===== src/rtl/stack_pkg.sv =====
// Shared opcodes and arbiter state encoding for the stack-machine arbiter.
package stack_pkg;

    localparam int OP_W = 3;

    localparam logic [OP_W-1:0] OP_PUSH = 3'b101;
    localparam logic [OP_W-1:0] OP_POP  = 3'b100;
    localparam logic [OP_W-1:0] OP_ADD  = 3'b011;

    typedef enum logic [1:0] {
        ARB_IDLE  = 2'd0,
        ARB_ISSUE = 2'd1,
        ARB_WAIT  = 2'd2,
        ARB_RESP  = 2'd3
    } arb_state_t;

endpackage


===== src/rtl/stack_arbiter_rr_picker.sv =====
// Combinational round-robin picker: first requester found searching from ptr+1 upward, wrapping.
module rr_picker #(
    parameter int N  = 4,
    parameter int IW = $clog2(N)
) (
    input  logic [N-1:0]  req,
    input  logic [IW-1:0] ptr,
    output logic [N-1:0]  grant,
    output logic [IW-1:0] index,
    output logic          any
);

    int              cand;
    logic [IW-1:0]   cand_idx;

    always_comb begin
        grant    = '0;
        index    = '0;
        any      = 1'b0;
        cand     = 0;
        cand_idx = '0;
        for (int off = 1; off <= N; off++) begin
            cand     = (int'(ptr) + off) % N;
            cand_idx = IW'(cand);
            if (!any && req[cand_idx]) begin
                any             = 1'b1;
                grant[cand_idx] = 1'b1;
                index           = cand_idx;
            end
        end
    end

endmodule


===== src/rtl/stack_arbiter.sv =====
// Round-robin arbiter sharing one stack datapath among N requesters, with per-owner locking
// for atomic command sequences.
module stack_arbiter
    import stack_pkg::*;
#(
    parameter int N       = 4,
    parameter int DW      = 8,
    parameter int TIMEOUT = 8
) (
    input  logic               clk,
    input  logic               rst,
    input  logic [N-1:0]       req,
    input  logic [N-1:0]       lock,
    input  logic [OP_W*N-1:0]  req_op,
    input  logic [DW*N-1:0]    req_data,
    output logic [N-1:0]       gnt,
    output logic [N-1:0]       done,
    output logic [DW-1:0]      rsp_data,
    output logic               rsp_err,
    output logic [DW-1:0]      st_in,
    output logic [OP_W-1:0]    st_op,
    output logic               st_apply,
    input  logic [DW-1:0]      st_tail,
    input  logic               st_empty,
    input  logic               st_valid,
    output logic [1:0]         dbg_state
);

    localparam int IW = $clog2(N);

    localparam logic [1:0] S_IDLE  = ARB_IDLE;
    localparam logic [1:0] S_ISSUE = ARB_ISSUE;
    localparam logic [1:0] S_WAIT  = ARB_WAIT;
    localparam logic [1:0] S_RESP  = ARB_RESP;

    localparam logic [3:0] TMO_LAST = 4'(TIMEOUT - 1);

    // Handshake: req is a level held (with stable op/data) until done; gnt marks the single
    // ISSUE cycle of the owner's command; done with rsp_data/rsp_err is a one-cycle completion.
    logic [1:0]      state;
    logic [IW-1:0]   ptr;
    logic [IW-1:0]   owner;
    logic [N-1:0]    owner_oh;
    logic            owner_locked;
    logic [3:0]      tmo_cnt;

    logic [N-1:0]    pick_req;
    logic [N-1:0]    pick_oh;
    logic [IW-1:0]   pick_idx;
    logic            pick_any;
    logic            pop_empty;

    // A locked owner that still requests is the only candidate the picker sees.
    assign pick_req = (owner_locked && req[owner]) ? owner_oh : req;

    rr_picker #(.N(N), .IW(IW)) u_pick (
        .req   (pick_req),
        .ptr   (ptr),
        .grant (pick_oh),
        .index (pick_idx),
        .any   (pick_any)
    );

    assign pop_empty = (st_op == OP_POP) && st_empty;
    assign st_apply  = (state == S_ISSUE) && !pop_empty;
    assign gnt       = (state == S_ISSUE) ? owner_oh : '0;
    assign done      = (state == S_RESP)  ? owner_oh : '0;
    assign dbg_state = state;

    always_ff @(posedge clk or negedge rst) begin
        if (!rst) begin
            state        <= S_IDLE;
            ptr          <= IW'(N - 1);
            owner        <= '0;
            owner_oh     <= '0;
            owner_locked <= 1'b0;
            tmo_cnt      <= '0;
            st_op        <= '0;
            st_in        <= '0;
            rsp_data     <= '0;
            rsp_err      <= 1'b0;
        end else begin
            case (state)
                S_IDLE: begin
                    if (owner_locked && !req[owner]) begin
                        owner_locked <= 1'b0;
                    end
                    if (pick_any) begin
                        owner    <= pick_idx;
                        owner_oh <= pick_oh;
                        st_op    <= req_op[int'(pick_idx)*OP_W +: OP_W];
                        st_in    <= req_data[int'(pick_idx)*DW +: DW];
                        tmo_cnt  <= '0;
                        state    <= S_ISSUE;
                    end
                end
                S_ISSUE: begin
                    if (pop_empty) begin
                        rsp_data <= '0;
                        rsp_err  <= 1'b1;
                        state    <= S_RESP;
                    end else begin
                        state    <= S_WAIT;
                    end
                end
                S_WAIT: begin
                    if (st_valid) begin
                        rsp_data <= st_tail;
                        rsp_err  <= 1'b0;
                        state    <= S_RESP;
                    end else if (tmo_cnt == TMO_LAST) begin
                        rsp_data <= '0;
                        rsp_err  <= 1'b1;
                        state    <= S_RESP;
                    end else if (tmo_cnt != 4'hF) begin
                        tmo_cnt  <= tmo_cnt + 4'd1;
                    end
                end
                default: begin
                    ptr          <= owner;
                    owner_locked <= lock[owner];
                    state        <= S_IDLE;
                end
            endcase
        end
    end

endmodule


===== config.mk =====
export PLATFORM = sky130hd
export DESIGN_NAME = stack_arbiter
export DESIGN_NICKNAME = d
export VERILOG_FILES = /design/src/rtl/stack_pkg.sv /design/src/rtl/stack_arbiter_rr_picker.sv /design/src/rtl/stack_arbiter.sv
export SDC_FILE = /design/constraint.sdc
export NUM_CORES = 1
export LEC_CHECK = 0
export CORE_AREA = 3 3 83 85
export DETAILED_ROUTE_END_ITERATION = 8
export DIE_AREA = 0 0 86 88
export PLACE_DENSITY = 0.79
export SETUP_SLACK_MARGIN = 0.5
export SLEW_MARGIN = 5
export SYNTH_ARGS = -nofsm -noshare
export SYNTH_HDL_FRONTEND = slang
export SYNTH_SLANG_ARGS = --single-unit
export TNS_END_PERCENT = 20

===== constraint.sdc =====
create_clock -name clk -period 2.95 [get_ports clk]
set_input_delay 0.59 -clock clk [delete_from_list [all_inputs] [get_ports clk]]
set_output_delay 0.59 -clock clk [all_outputs]
set_load 0.03 [all_outputs]

======== Yosys cells after proc, flatten, opt, wreduce, memory -nomap -nowiden ========
Index checks and enable logic that the tools add are counted.
word-level totals
  word-level logic and storage cells ...... 125
  output and inout port bits .............. 31
  flip-flop bits (word level) ............. 35
  input port bits ......................... 64
operators by class
  reductions and logical operators ........ 26
  add/sub/neg operators ................... 5
  bitwise gates (word level) .............. 4
  equal/unequal tests ..................... 13
  order comparisons ....................... 9
  shifts and indexed selects .............. 2
  mux-type cells .......................... 55
  multiply operators ...................... 1
operators by type and width
  operator                                              count
  2-to-1 mux 4 bit                                      11
  variable part select 32 x 6 -> 8 bit                  1
  2-to-1 mux 8 bit                                      3
  2-to-1 mux 1 bit                                      19
  case mux 8 bit (2 select lines)                       1
  < comparator 2 x 3 -> 1 bit (second input constant)   5
  2-to-1 mux 2 bit                                      7
  binary-select mux 1 bit (select 2 bit)                6
  inequality test 2 bit (second input constant)         6
  OR 4 bit                                              3
  variable part select 12 x 5 -> 3 bit                  1
  logical AND 1 bit                                     11
  demux 1 bit (select 2 bit)                            4
  >= comparator 2 x 1 -> 1 bit (second input constant)  4
  case mux 4 bit (2 select lines)                       1
  case mux 2 bit (3 select lines)                       1
  AND reduction 2 bit                                   3
  logical NOT 1 bit                                     5
  AND reduction 5 bit                                   1
  adder 2 x 1 -> 2 bit (second input constant)          2
  adder 2 bit (second input constant)                   2
  adder 4 x 1 -> 4 bit (second input constant)          1
  == test 2 bit (second input constant)                 2
  == test 4 x 3 -> 1 bit (second input constant)        1
  other kinds (12)                                      14

======== Longest topological paths before layout ========
Gate-level depths: netlist of run 1.
  depth in word-level cells ............... 18
  gate-level depth with buffers ........... 10
  gate-level depth less buffers ........... 7

======== By module ========
Synthesis of run 1 repeated with hierarchy kept, for this count alone.
second synthesis, totals
  cell total of the unflattened synthesis .. 224
  area total of the unflattened synthesis .. 2523.7 um^2
by module, submodules not included
  module         cells each  instances  area an instance (um^2)  seq. area each (um^2)
  stack_arbiter  138         1          1894.3                   878.3
  rr_picker      86          1          629.4                    0.0

======== Worst setup path after synthesis of run 1 ========
Ideal clock, no wire load.
  kind .................................... input-to-reg
  from .................................... input port req[2]
  to ...................................... register st_in[7]
  stages .................................. 9
  data required time ...................... 2.810 ns
  library setup time ...................... 0.140 ns
  arrival time ............................ 2.489 ns
  slack ................................... 0.321 ns
  path buffers ............................ 2
  path through ............................ mux2_4 > a22oi_4 > buf_6 > mux4_1 > mux2_2 > a221oi_2 > or2_1 > buf_6 > o311ai_2
between the ends
  longest elaborated chain between the ends .. 17
  elaborated cells between the ends (all ways) .. 28
  classes of those cells .................. shift (1); mux (19); reduce/logical (8)
RTL lines
  element                                                                      RTL line                       RTL
  from (decl)                                                                  stack_arbiter.sv:12            input logic [N-1:0] req,
  binary-select mux 1 bit (select 2 bit)                                       stack_arbiter.sv:54            assign pick_req = (owner_locked && req[owner]) ? owner_oh : req;
  2-to-1 mux 1 bit (implied by the code)                                       stack_arbiter.sv:54
  logical AND 1 bit                                                            stack_arbiter.sv:54
  2-to-1 mux 4 bit (*)                                                         stack_arbiter.sv:54
  binary-select mux 1 bit (select 2 bit)                                       stack_arbiter_rr_picker.sv:25  if (!any && req[cand_idx]) begin
  2-to-1 mux 1 bit (implied by the code)                                       stack_arbiter_rr_picker.sv:25
  2-to-1 mux 1 bit                                                             stack_arbiter_rr_picker.sv:25
  logical NOT 1 bit                                                            stack_arbiter_rr_picker.sv:25
  logical AND 1 bit                                                            stack_arbiter_rr_picker.sv:25
  2-to-1 mux 1 bit                                                             stack_arbiter_rr_picker.sv:25
  logical NOT 1 bit                                                            stack_arbiter_rr_picker.sv:25
  logical AND 1 bit                                                            stack_arbiter_rr_picker.sv:25
  2-to-1 mux 1 bit                                                             stack_arbiter_rr_picker.sv:25
  logical NOT 1 bit                                                            stack_arbiter_rr_picker.sv:25
  logical AND 1 bit                                                            stack_arbiter_rr_picker.sv:25
  2-to-1 mux 2 bit or 2-to-1 mux 1 bit (tied branches)                         stack_arbiter_rr_picker.sv:25
  variable part select 32 x 6 -> 8 bit or AND reduction 2 bit (tied branches)  n/a
  to (signal assigned)                                                         stack_arbiter.sv:92            st_in <= req_data[int'(pick_idx)*DW +: DW];
  to (decl)                                                                    stack_arbiter.sv:20            output logic [DW-1:0] st_in,
Every way passes the cells marked *; elsewhere a longest branch is shown, timed or not. The select of a mux whose other input is x is not followed.
A chain may end at the register's enable or synchronous reset.

======== Final worst setup path of run 1 ========
  from .................................... input port req[3]
  to ...................................... register st_op[1]
between the ends
  longest elaborated chain between the ends .. 18
  elaborated cells between the ends (all ways) .. 29
  classes of those cells .................. mul (1); shift (1); mux (19); reduce/logical (8)
RTL lines
  element                                 RTL line                       RTL
  binary-select mux 1 bit (select 2 bit)  stack_arbiter.sv:54
  2-to-1 mux 1 bit (implied by the code)  stack_arbiter.sv:54
  logical AND 1 bit                       stack_arbiter.sv:54
  2-to-1 mux 4 bit (*)                    stack_arbiter.sv:54
  binary-select mux 1 bit (select 2 bit)  stack_arbiter_rr_picker.sv:25
  2-to-1 mux 1 bit (implied by the code)  stack_arbiter_rr_picker.sv:25
  2-to-1 mux 1 bit                        stack_arbiter_rr_picker.sv:25
  logical NOT 1 bit                       stack_arbiter_rr_picker.sv:25
  [2 not listed]                          n/a
  logical NOT 1 bit                       stack_arbiter_rr_picker.sv:25
  logical AND 1 bit                       stack_arbiter_rr_picker.sv:25
  2-to-1 mux 1 bit                        stack_arbiter_rr_picker.sv:25
  logical NOT 1 bit                       stack_arbiter_rr_picker.sv:25
  logical AND 1 bit                       stack_arbiter_rr_picker.sv:25
  2-to-1 mux 2 bit                        stack_arbiter_rr_picker.sv:25
  multiplier 2 x 2 -> 4 bit               stack_arbiter.sv:91            st_op <= req_op[int'(pick_idx)*OP_W +: OP_W];
  variable part select 12 x 5 -> 3 bit    stack_arbiter.sv:91
  to (signal assigned)                    stack_arbiter.sv:91
  to (decl)                               stack_arbiter.sv:21            output logic [OP_W-1:0] st_op,
Marks and branches as above.

==> parameters.txt, run 1 <==
Parameter                              Value

Worst setup path
  Startpoint Class ... input port
  Crit-path cells ... clkdlybuf4s15_1, mux2_4, a22oi_4, buf_12, mux4_2, o211a_1, a221oi_4, or2_4, buf_12, o311ai_4
  WP data arrival ... approximately 2.8 ns
  Length in cells of the worst reg-to-reg path ... 9
  Crit-path most repeated cell ... sky130_fd_sc_hd__buf_12
  Worst-path maximum fanout ... 6
  Slowest cell delay on critical path ... roughly 0.51 ns
  Worst Setup Path Type ... in2reg
  Critical Path Slowest Stage Cell ... sky130_fd_sc_hd__mux4_2
  Sort of element at the end of the critical path ... flip-flop
  Critical path required time ... a little over 3 ns

Synthesis
  Number of nets in the synthesized netlist ... around 380
  Share of Yosys cell area claimed by the top area cell type ... around 29%
  Average instance area after synthesis ... roughly 9.5 sq um
  Mapped cell area ... 2870 sq um
  Cell type contributing the most total cell area after synthesis ... sky130_fd_sc_hd__dfrtp_1
  Share of synthesized flip-flops with an asynchronous set or reset ... 100%
  Number of library cell types mapped by synthesis ... 50
  Share of the yosys chip area belonging to registers ... approximately 30%
  Area contributors post-synth ... sky130_fd_sc_hd__dfrtp_1, sky130_fd_sc_hd__mux2i_1, sky130_fd_sc_hd__ha_1
  Syn Inst Count ... between 300 and 400
  Number of warnings printed during yosys synthesis ... 0
  Main flop type after synthesis ... sky130_fd_sc_hd__dfrtp_1
  Post-synth EDFFs ... 0
  Register bit total from synthesis ... 35

Clocking
  Register clock-pin slew on the reported worst setup and hold paths ... roughly 0.08 ns
  CTS Root Cell ... sky130_fd_sc_hd__clkbuf_8
  TritonCTS buffer count ... 5
  Clock tree from TritonCTS ... yes
  Maximum buffer depth of the clock tree ... 2
  Clock sink total ... 35
  Latest clock arrival within the worst-skew pair ... a little under 0.3 ns
  # H-tree levels ... 2

STA
  Fin Hold WS ... 0.379 ns
  Worst Tran Pin Value ... ~0.81 ns
  Worst relative slew slack ... 46.2%
  Pins Over Slew Limit ... 0
  Maximum clock frequency ... about 380 MHz
  Period utilisation layout ... about nine tenths
  Post-route minimum period ... between 2 and 3 ns
  Hold violation total from the final report ... 0
  Setup ws final ... just under 0.3 ns
  Total Negative Setup Slacks ... 0 ns
  Skew final ... ~0.0068 ns
  Final setup vio count ... 0
  Unrepaired setup endpoints after global routing ... true

Hold path
  Path category of the worst min-delay check ... in2async

Pwr
  Switching share of total power ... 48.1%
  Switching pwr ... between 0.002 and 0.003 W
  Total leakage power ... 1.96 nW
  Logic pwr share ... 77.1%
  Maximum vdd drop ... ~0.64 mV
  Clock power frac ... under 10%
  Cell Int Power ... between 0.002 and 0.003 W
  P per Cell Area ... between 1000 and 1500 nW/um^2
  Sequential share of power ... between 10% and 20%

Floorplanning
  Row cnt ... 29
  Placeable Area ... ~6300 sq um
  Die area ... between 7000 and 8000 sq um
  Die Y ... around 88 um
  Initial Util ... a little under half
  Die extent in x ... 86 um
  Number of placed I/O pins ... 95

Layout
  Final nets ... a little over 500
  Area growth from synthesis to layout ... 54.2%
  Antenna cells ... 0
  Layout filler cell count ... 477
  Fraction of the core area covered by cells at the end of the flow ... around 71%
  Fraction of layout cells with a size suffix above 1 ... between 20% and 30%

Placed design
  Post-placement worst setup slack ... -0.190 ns
  Number of buffers inserted by port buffering ... 94
  Final HPWL from detailed placement ... 6540 um
  Final weighted congestion of routability-driven global placement ... around 0.99

Route
  Residual DRC count ... 0
  Count of routing violations after the opening detailed-route iteration ... between 100 and 150
  Number of vias in the routed layout ... about 2900
  Detail-routed net length per standard cell ... 18.3 um
  Initial DRT Pass Iterations ... 5
  Post-DRT Antenna Nets ... 0
  Routed via count divided by cell count ... about 5.8
  Total wire length ... around 9300 um

Global route
  Total congestion overflow ... 0
  Via count of the first global-routing pass ... 2934
  Antenna violations before repair ... 0
  First-pass GRT wire length ... 14300 um
  Largest net degree at the start of global routing ... 36
  All-Layer GR Usage ... between 20% and 30%

Outcome
  Status ... completed

Flow run
  # Max-Cap Violations ... 0
## cells by family (layout without fill, tap and decap cells)
logic type      Yosys count  after routing  share of synthesized area [%]
fa+ha+maj                13             13                           5.66
compound gates           93             93                           27.3
xor+xnor                  2              2                          0.610
mux                      31             31                           14.5
flops                    35             35                           30.6
buf+inv                  33            159                           5.71
simple gates             95             95                           15.6
## cells in the mapped netlist (4+ instances only)
master,number
sky130_fd_sc_hd__o221ai_1,11
sky130_fd_sc_hd__dfrtp_1,33
sky130_fd_sc_hd__nand2_1,43
sky130_fd_sc_hd__a21boi_1,4
sky130_fd_sc_hd__buf_2,8
sky130_fd_sc_hd__a21oi_1,8
sky130_fd_sc_hd__a31oi_1,5
sky130_fd_sc_hd__buf_4,4
sky130_fd_sc_hd__and2_1,9
sky130_fd_sc_hd__ha_1,13
sky130_fd_sc_hd__and3_1,12
sky130_fd_sc_hd__mux2i_1,19
sky130_fd_sc_hd__o21ai_0,13
sky130_fd_sc_hd__nor2_1,13
sky130_fd_sc_hd__a21boi_0,10
sky130_fd_sc_hd__nand3_1,4
sky130_fd_sc_hd__a22o_1,9
sky130_fd_sc_hd__clkbuf_1,6
sky130_fd_sc_hd__o211ai_1,4
sky130_fd_sc_hd__o311ai_2,10
sky130_fd_sc_hd__inv_1,13
## path summary, 6_finish.rpt
| kind | startpoint | end | slack, ns |
|---|---|---|---|
| worst max-delay path | req[3] | st_op[1] | 0.29 |
| worst min-delay path | rst | dbg_state[0] | 0.38 |
| worst max register to register | owner[0] | st_op[1] | 0.29 |
| worst min register to register | st_in[3] | st_in[3] | 0.50 |
| max in group asynchronous | rst | owner[0] | 2.01 |
| min in group clk | st_in[3] | st_in[3] | 0.50 |
## registers in the layout, indices dropped and copies added, names as in the netlist
signal        cells
ptr               2
rsp_err           1
owner             2
rsp_data          8
tmo_cnt           4
st_op             3
st_in             8
dbg_state         2
owner_oh          4
owner_locked      1
## worst max-delay path, delay by kind of cell
family          cells  cell delay [ns]
compound gates      4             0.73
buf+inv             3             0.47
mux                 2             0.80
simple gates        1             0.22
## metal layers
metal  vias to the layer above  part of all wire [%]  track usage (%)
met1                      1406                    39             30.1
met2                       135                    52             41.7
met5                         -                     0                0
met4                         0                   1.8             6.47
li1                       1373                     -                -
met3                        21                   7.5             4.80
## cell type report
cell class / instances / area (sq um) / share of cell area [%]
timing repair buffer: 138 / 1330 / 30.0
tap: 77 / 96.3 / 2.18
sequential: 35 / 880 / 19.9
multi-input combinational: 234 / 1990 / 44.9
clock inverter: 2 / 12.5 / 0.283
inverter: 13 / 48.8 / 1.10
clock buffer: 6 / 72.6 / 1.64
## layout by cell type, fill, tap and decap left out, types with 4 or more instances in the layout
master,instances
sky130_fd_sc_hd__inv_1,13
sky130_fd_sc_hd__buf_4,34
sky130_fd_sc_hd__a31oi_1,5
sky130_fd_sc_hd__nor2_1,13
sky130_fd_sc_hd__a22o_1,9
sky130_fd_sc_hd__ha_1,11
sky130_fd_sc_hd__o311ai_2,6
sky130_fd_sc_hd__and3_1,12
sky130_fd_sc_hd__o221ai_1,7
sky130_fd_sc_hd__a21boi_1,5
sky130_fd_sc_hd__clkbuf_8,5
sky130_fd_sc_hd__and2_1,8
sky130_fd_sc_hd__nand3_1,4
sky130_fd_sc_hd__o21ai_0,12
sky130_fd_sc_hd__o311ai_4,5
sky130_fd_sc_hd__mux4_2,4
sky130_fd_sc_hd__nand2_1,43
sky130_fd_sc_hd__clkdlybuf4s15_1,4
sky130_fd_sc_hd__dfrtp_1,32
sky130_fd_sc_hd__buf_12,4
sky130_fd_sc_hd__a21oi_1,6
sky130_fd_sc_hd__mux2i_1,15
sky130_fd_sc_hd__buf_6,5
sky130_fd_sc_hd__o221ai_2,4
sky130_fd_sc_hd__a21boi_0,9
sky130_fd_sc_hd__o211ai_1,4
sky130_fd_sc_hd__clkdlybuf4s50_1,87
sky130_fd_sc_hd__mux2_4,4
## power by group through the flow
stage	clock network [W]	registers [W]	logic [W]
2_1_floorplan	0	0.00114	0.00220
3_5_place_dp	0	0.000935	0.00364
6_report	0.000354	0.000934	0.00434
4_1_cts	0.000361	0.000930	0.00386
3_3_place_gp	0	0.000923	0.00355
5_1_grt	0.000381	0.000967	0.00466
## through the flow
step / std cells / cell area [sq um] / power [W]
2_1_floorplan: 302 / 2870 / 0.00334
3_3_place_gp: 485 / 4070 / 0.00448
3_5_place_dp: 485 / 4070 / 0.00458
4_1_cts: 500 / 4260 / 0.00515
5_1_grt: 505 / 4430 / 0.00601
6_report: 505 / 4430 / 0.00562
## timing repair
item | in CTS | in global routing
gates cloned | 1 | 1
hold buffers | 0 | 0
endpoints found under the setup margin | 29 | 31
setup buffers | 6 | 4
gates resized for setup | 24 | 30
pin swaps | 16 | 3
Note: power is estimated with default switching activity, not from simulation.
==> inputs of run 2 (changes only) <==
--- a/config.mk
+++ b/config.mk
@@ -10,7 +10,7 @@
 export DIE_AREA = 0 0 86 88
 export PLACE_DENSITY = 0.79
 export SETUP_SLACK_MARGIN = 0.5
-export SLEW_MARGIN = 5
+export SLEW_MARGIN = 20
 export SYNTH_ARGS = -nofsm -noshare
 export SYNTH_HDL_FRONTEND = slang
 export SYNTH_SLANG_ARGS = --single-unit
==> results of run 2 <==
Same layout as run 1: the final DEF is identical, and so are final timing and power.
==> inputs of run 3 (changes only) <==
--- a/config.mk
+++ b/config.mk
@@ -5,13 +5,13 @@
 export SDC_FILE = /design/constraint.sdc
 export NUM_CORES = 1
 export LEC_CHECK = 0
-export CORE_AREA = 3 3 83 85
+export CORE_AREA = 3 3 87 89
 export DETAILED_ROUTE_END_ITERATION = 8
-export DIE_AREA = 0 0 86 88
-export PLACE_DENSITY = 0.79
+export DIE_AREA = 0 0 90 92
+export PLACE_DENSITY = 0.76
 export SETUP_SLACK_MARGIN = 0.5
 export SLEW_MARGIN = 20
 export SYNTH_ARGS = -nofsm -noshare
 export SYNTH_HDL_FRONTEND = slang
 export SYNTH_SLANG_ARGS = --single-unit
-export TNS_END_PERCENT = 20
+export TNS_END_PERCENT = 1
==> constraint.sdc (replaced) <==
create_clock -name clk -period 2.3 [get_ports clk]
set_input_delay 0.46 -clock clk [delete_from_list [all_inputs] [get_ports clk]]
set_output_delay 0.46 -clock clk [all_outputs]
set_load 0.03 [all_outputs]
==> parameters.txt, run 3 (synthesis gave the netlist of run 1 again) <==
Parameter                              Value

Outcome
  Status ... complete, but fails checks
  Failing checks ... negative setup slack

Layout
  Total non-filler cell area in the finished layout ... about 4600 sq um
  Area growth from synthesis to layout ... 59.4%
  Register area ... between 800 and 900 sq um
  Highest-count cells in the layout ignoring fill and taps ... sky130_fd_sc_hd__clkdlybuf4s50_1, sky130_fd_sc_hd__buf_4, sky130_fd_sc_hd__nand2_1
  Fraction of layout cells with a size suffix above 1 ... 28.4%
  Fraction of the core area covered by cells at the end of the flow ... between 60 and 70%
  Most frequent standard cell in the layout excluding fill and tap cells ... sky130_fd_sc_hd__clkdlybuf4s50_1
  Registers with the most flip-flops ... rsp_data x8, st_in x8
  Layout filler cell count ... 540
  Combined area of the multi-input logic cells ... between 1500 and 2000 sq um
  Filler-free cell count of the finished design ... 539
  Antenna cells ... 0
  Final nets ... slightly above 500

Flow run
  # Max-Cap Violations ... 0

Floorplanning
  Die extent in x ... 90 um
  Placeable Area ... a little under 7000 sq um
  Die Y ... between 90 and 100 um
  Die area ... a little over 8000 sq um
  Number of placed I/O pins ... between 90 and 100
  Initial Util ... 42.0%
  Row cnt ... 30

STA
  Worst Tran Pin Value ... between 0.8 and 0.9 ns
  Setup ws final ... -0.294 ns
  Post-route minimum period ... between 2 and 3 ns
  Period utilisation layout ... 113%
  Fin Hold WS ... 0.252 ns
  Pins Over Slew Limit ... 0
  Maximum clock frequency ... 386 MHz
  Final setup vio count ... 22
  Hold violation total from the final report ... 0
  Unrepaired setup endpoints after global routing ... true
  Worst relative slew slack ... 45.7%
  Skew final ... between 0.005 and 0.006 ns

Pwr
  Cell Int Power ... 0.00390 W
  Sequential share of power ... roughly 16%
  Switching pwr ... 0.00346 W
  Total leakage power ... between 2 and 2.5 nW
  Clock power frac ... under 10%
  Maximum vdd drop ... about 0.86 mV
  Switching share of total power ... 47.0%
  P per Cell Area ... approximately 1600 nW/um^2
  Logic pwr share ... about 76%

Placed design
  Number of buffers inserted by port buffering ... 94
  Final weighted congestion of routability-driven global placement ... between 0.9 and 1
  Final HPWL from detailed placement ... 6880 um
  Area post-placement ... 4260 sq um
  Total instance count after detailed placement ... 526

Worst setup path
  Crit-path cells ... mux2_4, a22oi_4, mux4_2, o211a_1, a221oi_4, or2_4, buf_12, o311ai_2
  Sort of element at the end of the critical path ... flip-flop
  Startpoint Class ... flip-flop
  Worst-path maximum fanout ... 6
  Reg-to-Reg End ... st_in[2]
  Critical path required time ... roughly 2.5 ns
  Worst setup slack for register-to-register paths ... -0.29 ns
  WP data arrival ... 2.77 ns
  Slowest cell delay on critical path ... ~0.46 ns
  Worst Setup Path Type ... reg2reg
  Startpoint of the lowest-slack register-to-register path ... owner[0]
  Critical Path Slowest Stage Cell ... sky130_fd_sc_hd__mux4_2
  Length in cells of the worst reg-to-reg path ... 8

Clocking
  CTS Root Cell ... sky130_fd_sc_hd__clkbuf_8
  Clock sink total ... 35
  Hold buffers post-CTS ... 0
  Maximum buffer depth of the clock tree ... 2
  Clock tree from TritonCTS ... yes
  TritonCTS buffer count ... 5
  # H-tree levels ... 2
  Latest clock arrival within the worst-skew pair ... ~0.30 ns
  Register clock-pin slew on the reported worst setup and hold paths ... roughly 0.080 ns

Route
  Count of routing violations after the opening detailed-route iteration ... around 150
  Routed via count divided by cell count ... ~5.5
  Initial DRT Pass Iterations ... 4
  Number of vias in the routed layout ... between 2000 and 3000
  Total wire length ... roughly 9500 um
  Post-DRT Antenna Nets ... 0
  Detail-routed net length per standard cell ... ~18 um
  Residual DRC count ... 0

Global route
  First-pass GRT wire length ... around 15000 um
  Antenna violations before repair ... 0
  Total congestion overflow ... 0
  Largest net degree at the start of global routing ... 36
  Via count of the first global-routing pass ... slightly above 3000
  All-Layer GR Usage ... roughly 22%

Hold path
  Path category of the worst min-delay check ... in2async
-- run 3: cell count changes in the layout (fill, tap and decap cells not counted), sizes merged --
cell           before  now
clkdlybuf4s50      87   58
bufinv              0    1
buf                45   69
clkinvlp            1    0
clkinv              1    2
clkbuf              6    5
dlymetal6s2s        0   14
dlygate4sd2         2   12
clkdlybuf4s15       4    0
-- run 3: metal layers --
metal / GRT usage, % / share of wire (%)
met5: 0 / 0
met4: 4.46 / 0.87
met3: 4.43 / 7.2
met2: 40.0 / 50
met1: 28.4 / 42
-- run 3: what timing repair did --
item | 4_1_cts | 5_1_grt
setup buffers | 1 | 1
setup endpoints to repair | 48 | 54
pin swaps | 7 | 4
gates resized for setup | 88 | 25
hold endpoints to repair | 0 | 0
cloned | 3 | 0
-- run 3: stage by stage --
stage / total power [W] / worst slack, ns / TNS (ns)
5_1_grt: 0.00784 / -0.404 / -6.85
3_3_place_gp: 0.00606 / -0.604 / -11.87
4_1_cts: 0.00719 / -0.311 / -4.67
6_report: 0.00736 / -0.294 / -4.29
2_1_floorplan: 0.00429 / -0.192 / -2.19
3_5_place_dp: 0.00619 / -0.733 / -13.92
-- run 3: power groups by stage --
stage / combinational (W) / clock, W / sequential, W
after floorplan: 0.00283 / 0 / 0.00146
after global placement: 0.00492 / 0 / 0.00114
after detailed placement: 0.00504 / 0 / 0.00116
after CTS: 0.00546 / 0.000570 / 0.00116
after global routing: 0.00603 / 0.000606 / 0.00121
final: 0.00561 / 0.000575 / 0.00118
-- run 3: worst max-delay path by stage --
stage / from / to / slack (ns) / cells past startpoint
floorplan: owner[0] / st_in[7] / -0.19 / 9
global placement: req[2] / st_in[0] / -0.60 / 9
detailed placement: req[3] / st_in[1] / -0.73 / 10
CTS: owner[0] / st_in[1] / -0.31 / 8
global route: owner[0] / st_in[1] / -0.40 / 10
finish: owner[0] / st_in[2] / -0.29 / 8
-- run 3: area by class of cell --
class	instances	area share, %
clock inverter	3	0.957
multi-input combinational	234	43.6
clock buffer	5	1.50
inverter	13	1.07
sequential	35	19.2
timing repair buffer	153	31.1
tap	96	2.62
-- run 3: critical path: cells and delay by family, from the launching register on --
family	cells	cell delay, ns
AO/OA/AOI/OAI	4	0.88
buffers and inverters	1	0.13
flip-flops	1	0.42
multiplexers	2	0.79
AND/OR/NAND/NOR	1	0.22
